## src/rtl/nrisc_ula_mc.sv

```systemverilog
// nrisc_ula_mc: multi-cycle NRISC ALU with barrel shift/rotate and optional iterative MUL/DIV.
// Latency: single-cycle ops load the registered result on the sampling edge; MUL/DIV take TAM more edges.
// Backpressure: ULA_busy is high during CALC and start is ignored then. MUL/DIV exist only with NRISC_ULA_MULDIV_EN.
module nrisc_ula_mc #(
    parameter  int TAM = 16,
    localparam int SHW = $clog2(TAM)
) (
    input  logic           clk,
    input  logic           rst,
    input  logic           ULA_start,
    input  logic [3:0]     ULA_ctrl,
    input  logic [TAM-1:0] ULA_A,
    input  logic [TAM-1:0] ULA_B,
    output logic [TAM-1:0] ULA_OUT,
    output logic [2:0]     ULA_flags,
    output logic           ULA_busy,
    output logic           ULA_done,
    output logic           ULA_err
);

    localparam logic [3:0] OP_ADD  = 4'd0;
    localparam logic [3:0] OP_SUB  = 4'd1;
    localparam logic [3:0] OP_AND  = 4'd2;
    localparam logic [3:0] OP_OR   = 4'd3;
    localparam logic [3:0] OP_XOR  = 4'd4;
    localparam logic [3:0] OP_SHR  = 4'd5;
    localparam logic [3:0] OP_SHL  = 4'd6;
    localparam logic [3:0] OP_NOT  = 4'd7;
    localparam logic [3:0] OP_MUL  = 4'd8;
    localparam logic [3:0] OP_DIVQ = 4'd9;
    localparam logic [3:0] OP_DIVR = 4'd10;
    localparam logic [3:0] OP_ROTR = 4'd11;
    localparam logic [3:0] OP_ROTL = 4'd12;

    typedef enum logic [1:0] {S_IDLE, S_CALC, S_DONE} state_t;

    state_t         state_q;
    logic [TAM-1:0] out_q;
    logic [2:0]     flags_q;
    logic           err_q;

    // Single-cycle datapath results, computed straight from the ports
    logic [TAM-1:0]   sc_res;
    logic             sc_carry;
    logic             sc_err;
    logic [SHW-1:0]   amt;
    logic [2*TAM-1:0] sh_dbl;

    // Flags are always derived from the value being loaded into ULA_OUT
    function automatic logic [2:0] mk_flags(input logic [TAM-1:0] r, input logic c);
        return {r[TAM-1], (r == '0), c};
    endfunction

    // Combinational single-cycle ALU; anything not handled here reports err with a zero result
    always_comb begin
        sc_res   = '0;
        sc_carry = 1'b0;
        sc_err   = 1'b0;
        sh_dbl   = '0;
        amt      = ULA_B[SHW-1:0];
        case (ULA_ctrl)
            OP_ADD: {sc_carry, sc_res} = {1'b0, ULA_A} + {1'b0, ULA_B};
            OP_SUB: begin
                sc_res   = ULA_A - ULA_B;
                sc_carry = (ULA_A < ULA_B);
            end
            OP_AND: sc_res = ULA_A & ULA_B;
            OP_OR:  sc_res = ULA_A | ULA_B;
            OP_XOR: sc_res = ULA_A ^ ULA_B;
            OP_SHR: begin
                sc_res = ULA_A >> amt;
                if (amt != '0)
                    sc_carry = ULA_A[amt - SHW'(1)];
            end
            OP_SHL: begin
                sc_res = ULA_A << amt;
                // TAM is a power of two, so (0 - amt) mod TAM indexes bit TAM-amt
                if (amt != '0)
                    sc_carry = ULA_A[SHW'(0) - amt];
            end
            OP_NOT: sc_res = ~ULA_A;
            OP_ROTR: begin
                sh_dbl = {ULA_A, ULA_A} >> amt;
                sc_res = sh_dbl[TAM-1:0];
            end
            OP_ROTL: begin
                sh_dbl = {ULA_A, ULA_A} << amt;
                sc_res = sh_dbl[2*TAM-1:TAM];
            end
            default: sc_err = 1'b1;
        endcase
    end

`ifdef NRISC_ULA_MULDIV_EN
    logic           is_md;
    logic [TAM-1:0] a_q;
    logic [TAM-1:0] b_q;
    logic [3:0]     op_q;
    logic [TAM-1:0] acc_q;   // product high half / partial remainder
    logic [TAM-1:0] lo_q;    // multiplier bits then product low half / dividend then quotient
    logic [SHW-1:0] cnt_q;
    logic [TAM-1:0] acc_d;
    logic [TAM-1:0] lo_d;
    logic [TAM:0]   mul_sum;
    logic [TAM:0]   div_sh;
    logic [TAM:0]   div_df;
    logic [TAM-1:0] md_res;
    logic           md_carry;

    assign is_md = (ULA_ctrl == OP_MUL) || (ULA_ctrl == OP_DIVQ) || (ULA_ctrl == OP_DIVR);

    // One shift-add (MUL) or restoring shift-subtract (DIV) step; a zero divisor
    // naturally yields an all-ones quotient and leaves the dividend as remainder
    always_comb begin
        mul_sum = {1'b0, acc_q} + (lo_q[0] ? {1'b0, a_q} : '0);
        div_sh  = {acc_q, lo_q[TAM-1]};
        div_df  = div_sh - {1'b0, b_q};
        acc_d   = acc_q;
        lo_d    = lo_q;
        if (op_q == OP_MUL) begin
            acc_d = mul_sum[TAM:1];
            lo_d  = {mul_sum[0], lo_q[TAM-1:1]};
        end else if (!div_df[TAM]) begin
            acc_d = div_df[TAM-1:0];
            lo_d  = {lo_q[TAM-2:0], 1'b1};
        end else begin
            acc_d = div_sh[TAM-1:0];
            lo_d  = {lo_q[TAM-2:0], 1'b0};
        end
        md_res   = (op_q == OP_DIVR) ? acc_d : lo_d;
        md_carry = (op_q == OP_MUL) ? (acc_d != '0) : (b_q == '0);
    end
`endif

    // Control FSM with registered result, flags and error
    always_ff @(posedge clk or negedge rst) begin
        if (!rst) begin
            state_q <= S_IDLE;
            out_q   <= '0;
            flags_q <= 3'b010;
            err_q   <= 1'b0;
`ifdef NRISC_ULA_MULDIV_EN
            a_q     <= '0;
            b_q     <= '0;
            op_q    <= '0;
            acc_q   <= '0;
            lo_q    <= '0;
            cnt_q   <= '0;
`endif
        end else begin
            case (state_q)
                S_IDLE, S_DONE: begin
                    if (ULA_start) begin
`ifdef NRISC_ULA_MULDIV_EN
                        if (is_md) begin
                            state_q <= S_CALC;
                            a_q     <= ULA_A;
                            b_q     <= ULA_B;
                            op_q    <= ULA_ctrl;
                            acc_q   <= '0;
                            lo_q    <= (ULA_ctrl == OP_MUL) ? ULA_B : ULA_A;
                            cnt_q   <= '0;
                        end else
`endif
                        begin
                            state_q <= S_DONE;
                            out_q   <= sc_res;
                            flags_q <= mk_flags(sc_res, sc_carry);
                            err_q   <= sc_err;
                        end
                    end else begin
                        state_q <= S_IDLE;
                    end
                end
`ifdef NRISC_ULA_MULDIV_EN
                S_CALC: begin
                    acc_q <= acc_d;
                    lo_q  <= lo_d;
                    cnt_q <= cnt_q + SHW'(1);
                    if (cnt_q == SHW'(TAM - 1)) begin
                        state_q <= S_DONE;
                        out_q   <= md_res;
                        flags_q <= mk_flags(md_res, md_carry);
                        err_q   <= 1'b0;
                    end
                end
`endif
                default: state_q <= S_IDLE;
            endcase
        end
    end

    assign ULA_OUT   = out_q;
    assign ULA_flags = flags_q;
    assign ULA_err   = err_q;
    assign ULA_busy  = (state_q == S_CALC);
    assign ULA_done  = (state_q == S_DONE);

endmodule

```

## config.mk

```make
export PLATFORM = sky130hd
export DESIGN_NAME = nrisc_ula_mc
export DESIGN_NICKNAME = d
export VERILOG_FILES = /design/src/rtl/nrisc_ula_mc.sv
export SDC_FILE = /design/constraint.sdc
export NUM_CORES = 1
export LEC_CHECK = 0
export BUFFER_PORTS_ARGS = -buffer_cell sky130_fd_sc_hd__buf_2
export CAP_MARGIN = 20
export CORE_ASPECT_RATIO = 0.9
export CORE_MARGIN = 2
export CORE_UTILIZATION = 55
export DETAILED_ROUTE_END_ITERATION = 12
export PLACE_DENSITY = 0.8
export SYNTH_ARGS = -nofsm -noshare
export SYNTH_HDL_FRONTEND = slang
export SYNTH_SLANG_ARGS = --single-unit
```

## constraint.sdc

```tcl
create_clock -name clk -period 0.8 [get_ports clk]
set_input_delay 0.24 -clock clk [delete_from_list [all_inputs] [get_ports clk]]
set_output_delay 0.24 -clock clk [all_outputs]
set_load 0.05 [all_outputs]
```

==> results.yml, run 1 <==
grt:
  grt_remaining_overflow: 114
  track_usage_pct: 81.2
  grt_max_degree: 38
synth:
  synthArstFlopShare_pct: 100
  synthFlopType: "dfrtp_1"
  synthCells: 776
  syn_nets: 867
  synthTopCellsByArea: "mux4_2 11%, ha_1 11%, dfrtp_1 8.0%, mux2i_1 4.7%, nor2_1 4.6%"
  synth-seq-cells: 20
  synth.distinct_cells: 89
  seq_area_frac_synth_pct: 8.43
  yosysWarnings: 0
  syn-cell-area_um2: 5950
  synth_area_per_cell_um2: 7.67
  synth_top_cell_by_area: "mux4_2"
  yosys.cell_count.top_type: "nor2_1"
  synth-edff-count: 0
  synth_commonest_cells: "73 x nor2_1, 65 x nand2_1, 51 x inv_1"
  synth_top_area_share_pct: 11.4
clock_network:
  numCtsBuffers: 3
  clock_path_buffers: 2
  cts.sink_count: 20
  htree_levels: 1
  root_buffer: "clkbuf_16"
placement:
  portBuffers: 59
  gp_congestion: 1.10
  place_area_um2: 8280
  dp_hpwl_mm: 21.8
floorplanning:
  die_w_um: 114
  die_h_um: 103
  start_util_pct: 55.7
  num_rows: 36
  io_pins: 61
timing:
  worst_endpoint_kind: "register data pin"
  worst_endpoint: "ULA_flags[1]$_DFFE_PN1P_/D"
run_status:
  stop_error: "[ERROR GRT-0232] Routing congestion too high. Check the congestion heatmap in the GUI."
  status: "stopped before the end"
  failed_stage: "global routing (5_1_grt)"
-- kinds of logic after synthesis --
group	Yosys count	synth area share, %
AO/OA/AOI/OAI	245	28.8
buffers and inverters	124	9.21
flip-flops	20	8.43
multiplexers	78	19.9
AND/OR/NAND/NOR	240	20.1
other	1	0.0630
XOR/XNOR	16	2.36
adder cells (fa/ha/maj)	52	11.2
-- layer usage --
layer  GRT overflow  track usage (%)
met5              1             36.3
met4             59             89.7
met3              1             65.2
met2             53             97.2
met1              0             79.1
-- timing repair --
item / in CTS
pin swaps: 33
resized for setup: 182
cloned: 4
endpoints found under the setup margin: 40
hold endpoints to repair: 19
buffers inserted: 34
-- metrics by stage --
| step | instances | hold WS, ns | setup slack, ns | TNS [ns] |
|---|---|---|---|---|
| after floorplan | 776 | -0.0556 | -2.25 | -26.30 |
| after global placement | 1170 | 0.188 | -2.46 | -36.20 |
| after detailed placement | 1170 | 0.194 | -2.49 | -37.10 |
| after CTS | 1207 | -0.0627 | -2.20 | -34.23 |
==> run 2: changes to the inputs <==
--- a/config.mk
+++ b/config.mk
@@ -7,11 +7,10 @@
 export LEC_CHECK = 0
 export BUFFER_PORTS_ARGS = -buffer_cell sky130_fd_sc_hd__buf_2
 export CAP_MARGIN = 20
-export CORE_ASPECT_RATIO = 0.9
 export CORE_MARGIN = 2
-export CORE_UTILIZATION = 55
+export CORE_UTILIZATION = 40
 export DETAILED_ROUTE_END_ITERATION = 12
-export PLACE_DENSITY = 0.8
+export PLACE_DENSITY_LB_ADDON = 0.15
 export SYNTH_ARGS = -nofsm -noshare
 export SYNTH_HDL_FRONTEND = slang
 export SYNTH_SLANG_ARGS = --single-unit
==> results.yml, run 2 <==
synth:
  syn_nets: 867
  synth_top_area_share_pct: 11.4
  synth_top_cell_by_area: "mux4_2"
  synth_area_per_cell_um2: 7.67
  synthArstFlopShare_pct: 100
  syn-cell-area_um2: 5950
  synthFlopType: "dfrtp_1"
  synth_commonest_cells: "73 x nor2_1, 65 x nand2_1, 51 x inv_1"
  synthCells: 776
  yosys.cell_count.top_type: "nor2_1"
  synth-edff-count: 0
  yosysWarnings: 0
  synth-seq-cells: 20
  synthTopCellsByArea: "mux4_2 11%, ha_1 11%, dfrtp_1 8.0%, mux2i_1 4.7%, nor2_1 4.6%"
  synth.distinct_cells: 89
  seq_area_frac_synth_pct: 8.43
setup_path:
  crit_fanout: 3
  cp-start-kind: "input pin"
  worstSetupPathType: "in2reg"
  crit_required_ns: 0.99
  ff2ff_setup_slack_ns: -0.02
  crit_arrival_ns: 2.99
  end_kind: "register"
timing:
  tightest_slew_ns: 0.622
  fmax_ghz: 0.357
  fin_crit_sh_pct: 351
  finClkSkew_ns: 0
  drv_slew: 0
  max_slew_margin_pct: 58.4
  finalHoldViolations: 19
  worst_hold_slack_ns: -0.0812
  layout_min_cycle_time_ns: 2.80
  setup_slack_ns: -2.00
  grt_setup_unrepaired: "yes"
  finalSetupViolations: 40
job:
  maxCapViolations: 0
power_and_ir_drop:
  finalPower_uw: 10300
  pwr-share-seq_pct: 12.4
  swShare_pct: 44.0
  p_int_uw: 5760
  p_leak_uw: 0.00461
  p_clk_share_pct: 10.9
  ir_worst_vdd_v: 0.000904
  powerDensity_nw_per_um2: 999
  pwr-share-comb_pct: 76.6
  power.switching_uw: 4520
final_layout:
  nets: 1215
  final_common_cell: "buf_4"
  diodes: 0
  drive_gt1_share_pct: 55.9
  fin_cells: 1307
  design_area_um2: 10300
  mostFrequentLayoutCells: "334 x buf_4, 66 x nor2_1, 59 x nand2_1"
  largest_reg_flops: 16
  area_growth_pct: 72.9
clock_network:
  clk_pin_slew_ns: 0.05
  root_buffer: "clkbuf_16"
  cts.sink_count: 20
  clock_path_buffers: 2
  htree_levels: 1
  clk_latency_ns: 0.25
  numCtsBuffers: 3
  cts_tree: "done"
grt:
  track_usage_pct: 37.2
  grt_pass1_vias: 7941
  grt_remaining_overflow: 0
  grt_max_degree: 38
  grt_pass1_wl_mm: 46.0
  antenna_found_initial: 0
floorplanning:
  num_rows: 44
  core_area_um2: 14500
  io_pins: 61
  dieArea_um2: 15900
  die_w_um: 126
  die_h_um: 126
  start_util_pct: 40.9
detailed_routing:
  drc: 0
  vias: 7994
  routedWlPerCell_um: 23.8
  drt-total-wl_mm: 31.1
  ant_nets: 0
  viasPerCell: 6.12
  drt_first_pass_iters: 6
  drtIter0Drc: 805
run_status:
  status: "complete, but fails checks"
  failed_checks: "negative hold slack, negative setup slack"
placement:
  gp_congestion: 1.00
  place_area_um2: 8610
  portBuffers: 59
  dp_hpwl_mm: 24.7
  dp_cells: 1250
min_path:
  hp-class: "in2async"
[run 2: cell counts after synthesis]
No cell type changed its count.
[run 2: per-layer routing]
metal	vias up	global-route usage, %	wire length [um]
met5	-	0	0
met4	0	15.9	1830
met3	117	5.01	2430
met2	439	64.2	14700
met1	3808	46.5	12100
li1	3630	-	-
[run 2: power groups by stage]
stage                     Sequential [uW]  Clock [uW]  Combinational, uW
final                                1280        1120               7880
after global routing                 1290        1160               8260
after CTS                            1280        1140               6910
after detailed placement             1260           0               6270
after global placement               1260           0               6210
after floorplan                      1730           0               3040
[run 2: critical path, stage by stage]
cell,delay (ns)
buf_12,0.11
ha_4,0.16
fa_2,0.35
o21ba_4,0.23
nor4_4,0.22
nor4b_4,0.11
o41ai_4,0.29
a21oi_2,0.11
a221o_1,0.30
o211a_1,0.22
or4b_4,0.53
o22ai_2,0.09
[run 2: worst paths after layout]
path	start	cells past startpoint	end
setup / recovery	ULA_B[0]	12	ULA_flags[1]$_DFFE_PN1P_
hold / removal	rst	1	ULA_OUT[9]$_DFFE_PN0P_
setup reg to reg	ULA_OUT[15]$_DFFE_PN0P_	3	ULA_OUT[15]$_DFFE_PN0P_
hold reg to reg	ULA_flags[1]$_DFFE_PN1P_	2	ULA_flags[1]$_DFFE_PN1P_
max in group asynchronous	rst	1	ULA_flags[1]$_DFFE_PN1P_
min in group clk	ULA_ctrl[3]	3	ULA_err$_DFFE_PN0P_
[run 2: through the flow]
stage / worst slack [ns] / TNS [ns] / util, %
floorplan: -2.25 / -26.30 / -
global placement: -2.42 / -36.57 / 59.3
detailed placement: -2.46 / -37.17 / 59.3
CTS: -2.16 / -34.45 / 64.4
global route: -2.07 / -35.49 / 70.8
finish: -2.00 / -34.00 / 70.8
[run 2: cell families (layout without fill, tap and decap cells)]
group                    count (synthesis)  after routing  share of synthesized area, %
AO/OA/AOI/OAI                          245            245                          28.8
AND/OR/NAND/NOR                        240            240                          20.1
buffers and inverters                  124            471                          9.21
multiplexers                            78             78                          19.9
adder cells (fa/ha/maj)                 52             52                          11.2
flip-flops                              20             20                          8.43
XOR/XNOR                                16             16                          2.36
other                                    1              1                        0.0630
[run 2: area by class of cell]
cell class	count	area, um2
Multi-Input combinational cell	632	5800
Inverter	52	221
Clock buffer	4	88.8
Sequential cell	20	526
Tap cell	184	230
Timing Repair Buffer	415	3420
Fill cell	1151	4250
[run 2: repair_timing]
item / CTS / global route
pin swaps: 29 / 69
gates cloned: 1 / 1
resized for setup: 138 / 131
hold endpoints to repair: 19 / 19
setup endpoints to repair: 40 / 40
buffers inserted: 19 / 42
Power figures use the tool's default switching activity.
==> run 3: changes to the inputs <==
--- a/config.mk
+++ b/config.mk
@@ -11,6 +11,8 @@
 export CORE_UTILIZATION = 40
 export DETAILED_ROUTE_END_ITERATION = 12
 export PLACE_DENSITY_LB_ADDON = 0.15
+export SETUP_SLACK_MARGIN = 0.4
+export SLEW_MARGIN = 10
 export SYNTH_ARGS = -nofsm -noshare
 export SYNTH_HDL_FRONTEND = slang
 export SYNTH_SLANG_ARGS = --single-unit
==> results.yml, run 3 (synthesis results as in run 2) <==
grt:
  grt_max_degree: 33
  grt_pass1_wl_mm: 46.3
  grt_remaining_overflow: 0
  track_usage_pct: 37.5
  grt_pass1_vias: 7989
  antenna_found_initial: 0
detailed_routing:
  drc: 0
  drt_first_pass_iters: 5
  viasPerCell: 6.18
  routedWlPerCell_um: 24.1
  ant_nets: 0
  vias: 8054
  drt-total-wl_mm: 31.5
  drtIter0Drc: 734
timing:
  worst_hold_slack_ns: -0.0814
  fmax_ghz: 0.337
  setup_slack_ns: -2.17
  drv_slew: 0
  max_slew_margin_pct: 61.9
  grt_setup_unrepaired: "yes"
  fin_crit_sh_pct: 371
  finalSetupViolations: 40
  finClkSkew_ns: 0
  tns_ns: -35.62
  tightest_slew_ns: 0.570
  layout_min_cycle_time_ns: 2.97
  finalHoldViolations: 19
clock_network:
  cts.sink_count: 20
  htree_levels: 1
  numCtsBuffers: 3
  root_buffer: "clkbuf_16"
  cts_tree: "done"
  clock_path_buffers: 2
  clk_pin_slew_ns: 0.05
  clk_latency_ns: 0.26
final_layout:
  diodes: 0
  largest_reg_flops: 16
  fin_util_pct: 70.3
  nets: 1212
  final_common_cell: "buf_4"
  fillers: 1161
  area_growth_pct: 71.7
  design_area_um2: 10200
  drive_gt1_share_pct: 54.0
  mostFrequentLayoutCells: "316 x buf_4, 70 x nor2_1, 62 x nand2_1"
power_and_ir_drop:
  powerDensity_nw_per_um2: 1010
  p_leak_uw: 0.00464
  ir_worst_vdd_v: 0.000876
floorplanning:
  io_pins: 61
  die_h_um: 126
  die_w_um: 126
  num_rows: 44
  start_util_pct: 40.9
  dieArea_um2: 15900
  core_area_um2: 14500
setup_path:
  r2r_end: "ULA_OUT[12]$_DFFE_PN0P_"
  crit_required_ns: 0.99
  crit_arrival_ns: 3.15
  reg2reg_from: "ULA_OUT[12]$_DFFE_PN0P_"
  end_kind: "register"
  crit_fanout: 3
  rr_worst_depth: 3
  ff2ff_setup_slack_ns: -0.02
  worstSetupPathType: "in2reg"
  cp-start-kind: "input pin"
placement:
  dp_hpwl_mm: 24.7
  pre_cts_slack_ns: -2.46
  place_area_um2: 8610
  gp_congestion: 1.00
  portBuffers: 59
job:
  maxCapViolations: 0
run_status:
  status: "complete, but fails checks"
  failed_checks: "negative hold slack, negative setup slack"
min_path:
  hp-class: "in2async"
## run 3: changes by cell type in the layout (fill, tap and decap cells not counted), moves of 4 or more
| cell | delta |
|---|---|
| ha_1 | +5 |
| buf_6 | +10 |
| nor2_1 | +4 |
| mux2_4 | +4 |
| ha_4 | -7 |
| buf_4 | -18 |
## run 3: repair_timing
action	in CTS	in global routing
pin swaps	29	50
buffers inserted	16	30
gates cloned	4	0
endpoints found under the setup margin	41	40
hold endpoints to repair	19	19
resized for setup	161	94
## run 3: where the power goes
group	switching (uW)	total (uW)	leakage (uW)	internal, uW
registers	120	1290	0.000215	1170
logic	4020	7880	0.00438	3860
clock network	374	1140	0.0000442	763
total	4510	10300	0.00464	5800
## run 3: stage by stage
stage                     power (uW)  std cells
final                          10300       1304
after global routing           10700       1304
after CTS                       9470       1274
after detailed placement        7540       1250
after global placement          7470       1250
after floorplan                 4770        776
## run 3: worst max path at each step
| stage | start | endpoint | depth (start not counted) |
|---|---|---|---|
| after floorplan | ULA_A[0] | ULA_flags[1]$_DFFE_PN1P_ | 13 |
| after global placement | ULA_A[0] | ULA_flags[1]$_DFFE_PN1P_ | 13 |
| after detailed placement | ULA_A[0] | ULA_flags[1]$_DFFE_PN1P_ | 13 |
| after CTS | ULA_B[0] | ULA_flags[1]$_DFFE_PN1P_ | 12 |
| after global routing | ULA_A[0] | ULA_flags[1]$_DFFE_PN1P_ | 13 |
| final | ULA_B[0] | ULA_flags[1]$_DFFE_PN1P_ | 12 |
## run 3: cell type report
| class | instances | area, um2 | area share [%] |
|---|---|---|---|
| clock buffer | 4 | 88.8 | 0.870 |
| inverter | 52 | 215 | 2.11 |
| multi-input combinational | 632 | 5630 | 55.1 |
| sequential | 20 | 526 | 5.15 |
| tap | 184 | 230 | 2.25 |
| timing repair buffer | 412 | 3530 | 34.5 |
## run 3: critical path: stages
cell and delay, ns:
buf_12 0.11, ha_4 0.16, fa_2 0.35, o21ba_4 0.23, nor4_4 0.22, nor4b_4 0.10, o41ai_2 0.43, a21oi_1 0.15
a221o_1 0.31, o211a_1 0.22, or4b_4 0.53, o22ai_2 0.09
## run 3: metal layers
| layer | global-route usage [%] | routed length (um) | up-vias |
|---|---|---|---|
| met5 | 0 | 0 | - |
| met1 | 46.2 | 12200 | 3879 |
| met3 | 5.48 | 2420 | 114 |
| met2 | 64.1 | 14900 | 448 |
| li1 | - | - | 3613 |
| met4 | 18.3 | 1990 | 0 |
==> run 4: changes to the inputs <==
--- a/config.mk
+++ b/config.mk
@@ -5,11 +5,11 @@
 export SDC_FILE = /design/constraint.sdc
 export NUM_CORES = 1
 export LEC_CHECK = 0
-export BUFFER_PORTS_ARGS = -buffer_cell sky130_fd_sc_hd__buf_2
 export CAP_MARGIN = 20
 export CORE_MARGIN = 2
 export CORE_UTILIZATION = 40
 export DETAILED_ROUTE_END_ITERATION = 12
+export DONT_BUFFER_PORTS = 1
 export PLACE_DENSITY_LB_ADDON = 0.15
 export SETUP_SLACK_MARGIN = 0.4
 export SLEW_MARGIN = 10
==> constraint.sdc (replaced) <==
create_clock -name clk -period 2.6 [get_ports clk]
set_input_delay 0.78 -clock clk [delete_from_list [all_inputs] [get_ports clk]]
set_output_delay 0.78 -clock clk [all_outputs]
set_load 0.05 [all_outputs]
==> results.yml, run 4 (synthesis results as in run 2) <==
clock_network:
  clk_pin_slew_ns: 0.06
  cts.sink_count: 20
  numCtsBuffers: 3
  cts_tree: "done"
  cts.hold.buffers_added: 0
  htree_levels: 1
  clk_latency_ns: 0.25
  clock_path_buffers: 2
  root_buffer: "clkbuf_16"
timing:
  tightest_slew_ns: 0.748
  fmax_ghz: 0.293
  fin_crit_sh_pct: 131
  drv_slew: 0
  layout_min_cycle_time_ns: 3.41
  finalSetupViolations: 12
  finClkSkew_ns: 0
  max_slew_margin_pct: 50.0
  setup_slack_ns: -0.808
  grt_setup_unrepaired: "yes"
  finalHoldViolations: 0
  worst_hold_slack_ns: 0.217
setup_path:
  ff2ff_setup_slack_ns: 1.60
  endpoint: "ULA_flags[1]$_DFFE_PN1P_"
  crit_arrival_ns: 3.59
  worstSetupPathType: "in2reg"
  crit_required_ns: 2.78
  r2r_end: "ULA_OUT[6]$_DFFE_PN0P_"
  crit_fanout: 12
  reg2reg_from: "ULA_OUT[6]$_DFFE_PN0P_"
  cp-start-kind: "input pin"
  startpoint: "ULA_A[0]"
  end_kind: "register"
  rr_worst_depth: 2
run_status:
  failed_checks: "negative setup slack"
  status: "complete, but fails checks"
placement:
  dp_hpwl_mm: 22.2
  pre_cts_slack_ns: -1.15
  gp_congestion: 1.05
  portBuffers: 0
floorplanning:
  io_pins: 61
  dieArea_um2: 15900
  num_rows: 44
  start_util_pct: 40.9
  die_h_um: 126
  die_w_um: 126
  core_area_um2: 14500
grt:
  grt_remaining_overflow: 0
  antenna_found_initial: 1
  grt_pass1_wl_mm: 42.0
  grt_max_degree: 60
  grt_pass1_vias: 6976
  track_usage_pct: 34.5
power_and_ir_drop:
  ir_worst_vdd_v: 0.000274
  p_leak_uw: 0.00370
  finalPower_uw: 2620
  powerDensity_nw_per_um2: 313
final_layout:
  mostFrequentLayoutCells: "236 x buf_4, 67 x nor2_1, 64 x nand2_1"
  nets: 1051
  largest_reg_flops: 16
  area_growth_pct: 41.0
  final_common_cell: "buf_4"
  drive_gt1_share_pct: 40.5
detailed_routing:
  viasPerCell: 6.38
  drtIter0Drc: 815
  drc: 0
  ant_nets: 0
  drt-total-wl_mm: 28.4
  vias: 7296
  drt_first_pass_iters: 5
  routedWlPerCell_um: 24.8
job:
  maxCapViolations: 0
min_path:
  hp-class: "in2async"
## run 4: cell count changes in the layout (fill, tap and decap cells not counted), sizes merged
cell / before / now
buf: 411 / 251
clkbuf: 5 / 3
bufinv: 0 / 1
clkinvlp: 0 / 1
diode: 0 / 1
inv: 52 / 51
## run 4: what timing repair did
item | in CTS | in global routing
setup endpoints to repair | 18 | 18
cloned | 0 | 0
hold endpoints to repair | 0 | 0
pin swaps | 20 | 12
resized for setup | 62 | 27
buffers inserted | 15 | 2
## run 4: layout make-up
type / count / area, um2
multi-input cells: 632 / 5390
diodes: 1 / 2.50
inverters: 52 / 216
fillers: 1390 / 6150
repair buffers: 251 / 1940
flip-flops and latches: 20 / 502
clock inverters: 1 / 30.0
well taps: 184 / 230
clock buffers: 3 / 75.1
## run 4: where the power goes
group	switching (uW)	internal [uW]	leakage, uW
sequential	166	350	0.000235
clock	112	305	0.0000511
combinational	818	873	0.00341
total	1100	1530	0.00370
## run 4: critical path: stages
cell     delay (ns)
inv_12         0.02
ha_4           0.15
fa_2           0.35
o21ba_4        0.22
nor4_4         0.20
nor4b_2        0.11
o41ai_2        0.34
buf_4          0.19
a21oi_2        0.06
a221o_1        0.28
o211a_1        0.24
or4b_4         0.54
o22ai_2        0.11
## run 4: stage by stage
stage,TNS [ns],cells,utilization [%],instance area (um2)
final,-4.37,1144,57.7,8390
after global routing,-5.64,1143,57.7,8380
after CTS,-4.05,1141,56.6,8230
after detailed placement,-9.11,1122,52.9,7690
after global placement,-8.77,1122,52.9,7690
after floorplan,-4.51,776,-,6210
## run 4: how the worst min path moves through the flow
stage / slack, ns / cells past startpoint / endpoint
after global routing: 0.21 / 0 / ULA_OUT[12]$_DFFE_PN0P_
final: 0.22 / 0 / ULA_OUT[7]$_DFFE_PN0P_
after floorplan: 0.48 / 0 / ULA_OUT[0]$_DFFE_PN0P_
after detailed placement: 0.48 / 0 / ULA_OUT[5]$_DFFE_PN0P_
after CTS: 0.22 / 0 / ULA_OUT[7]$_DFFE_PN0P_
after global placement: 0.48 / 0 / ULA_OUT[5]$_DFFE_PN0P_
## run 4: layer usage
metal  part of all wire [%]  global-route usage [%]  wire (um)  vias to the layer above
met5                      0                       0          0                        -
met2                     44                    53.8      12600                      412
li1                       -                       -          -                     3286
met1                     41                    48.1      11700                     3531
met4                    3.2                    9.44        897                        0
met3                     11                    7.69       3140                       67
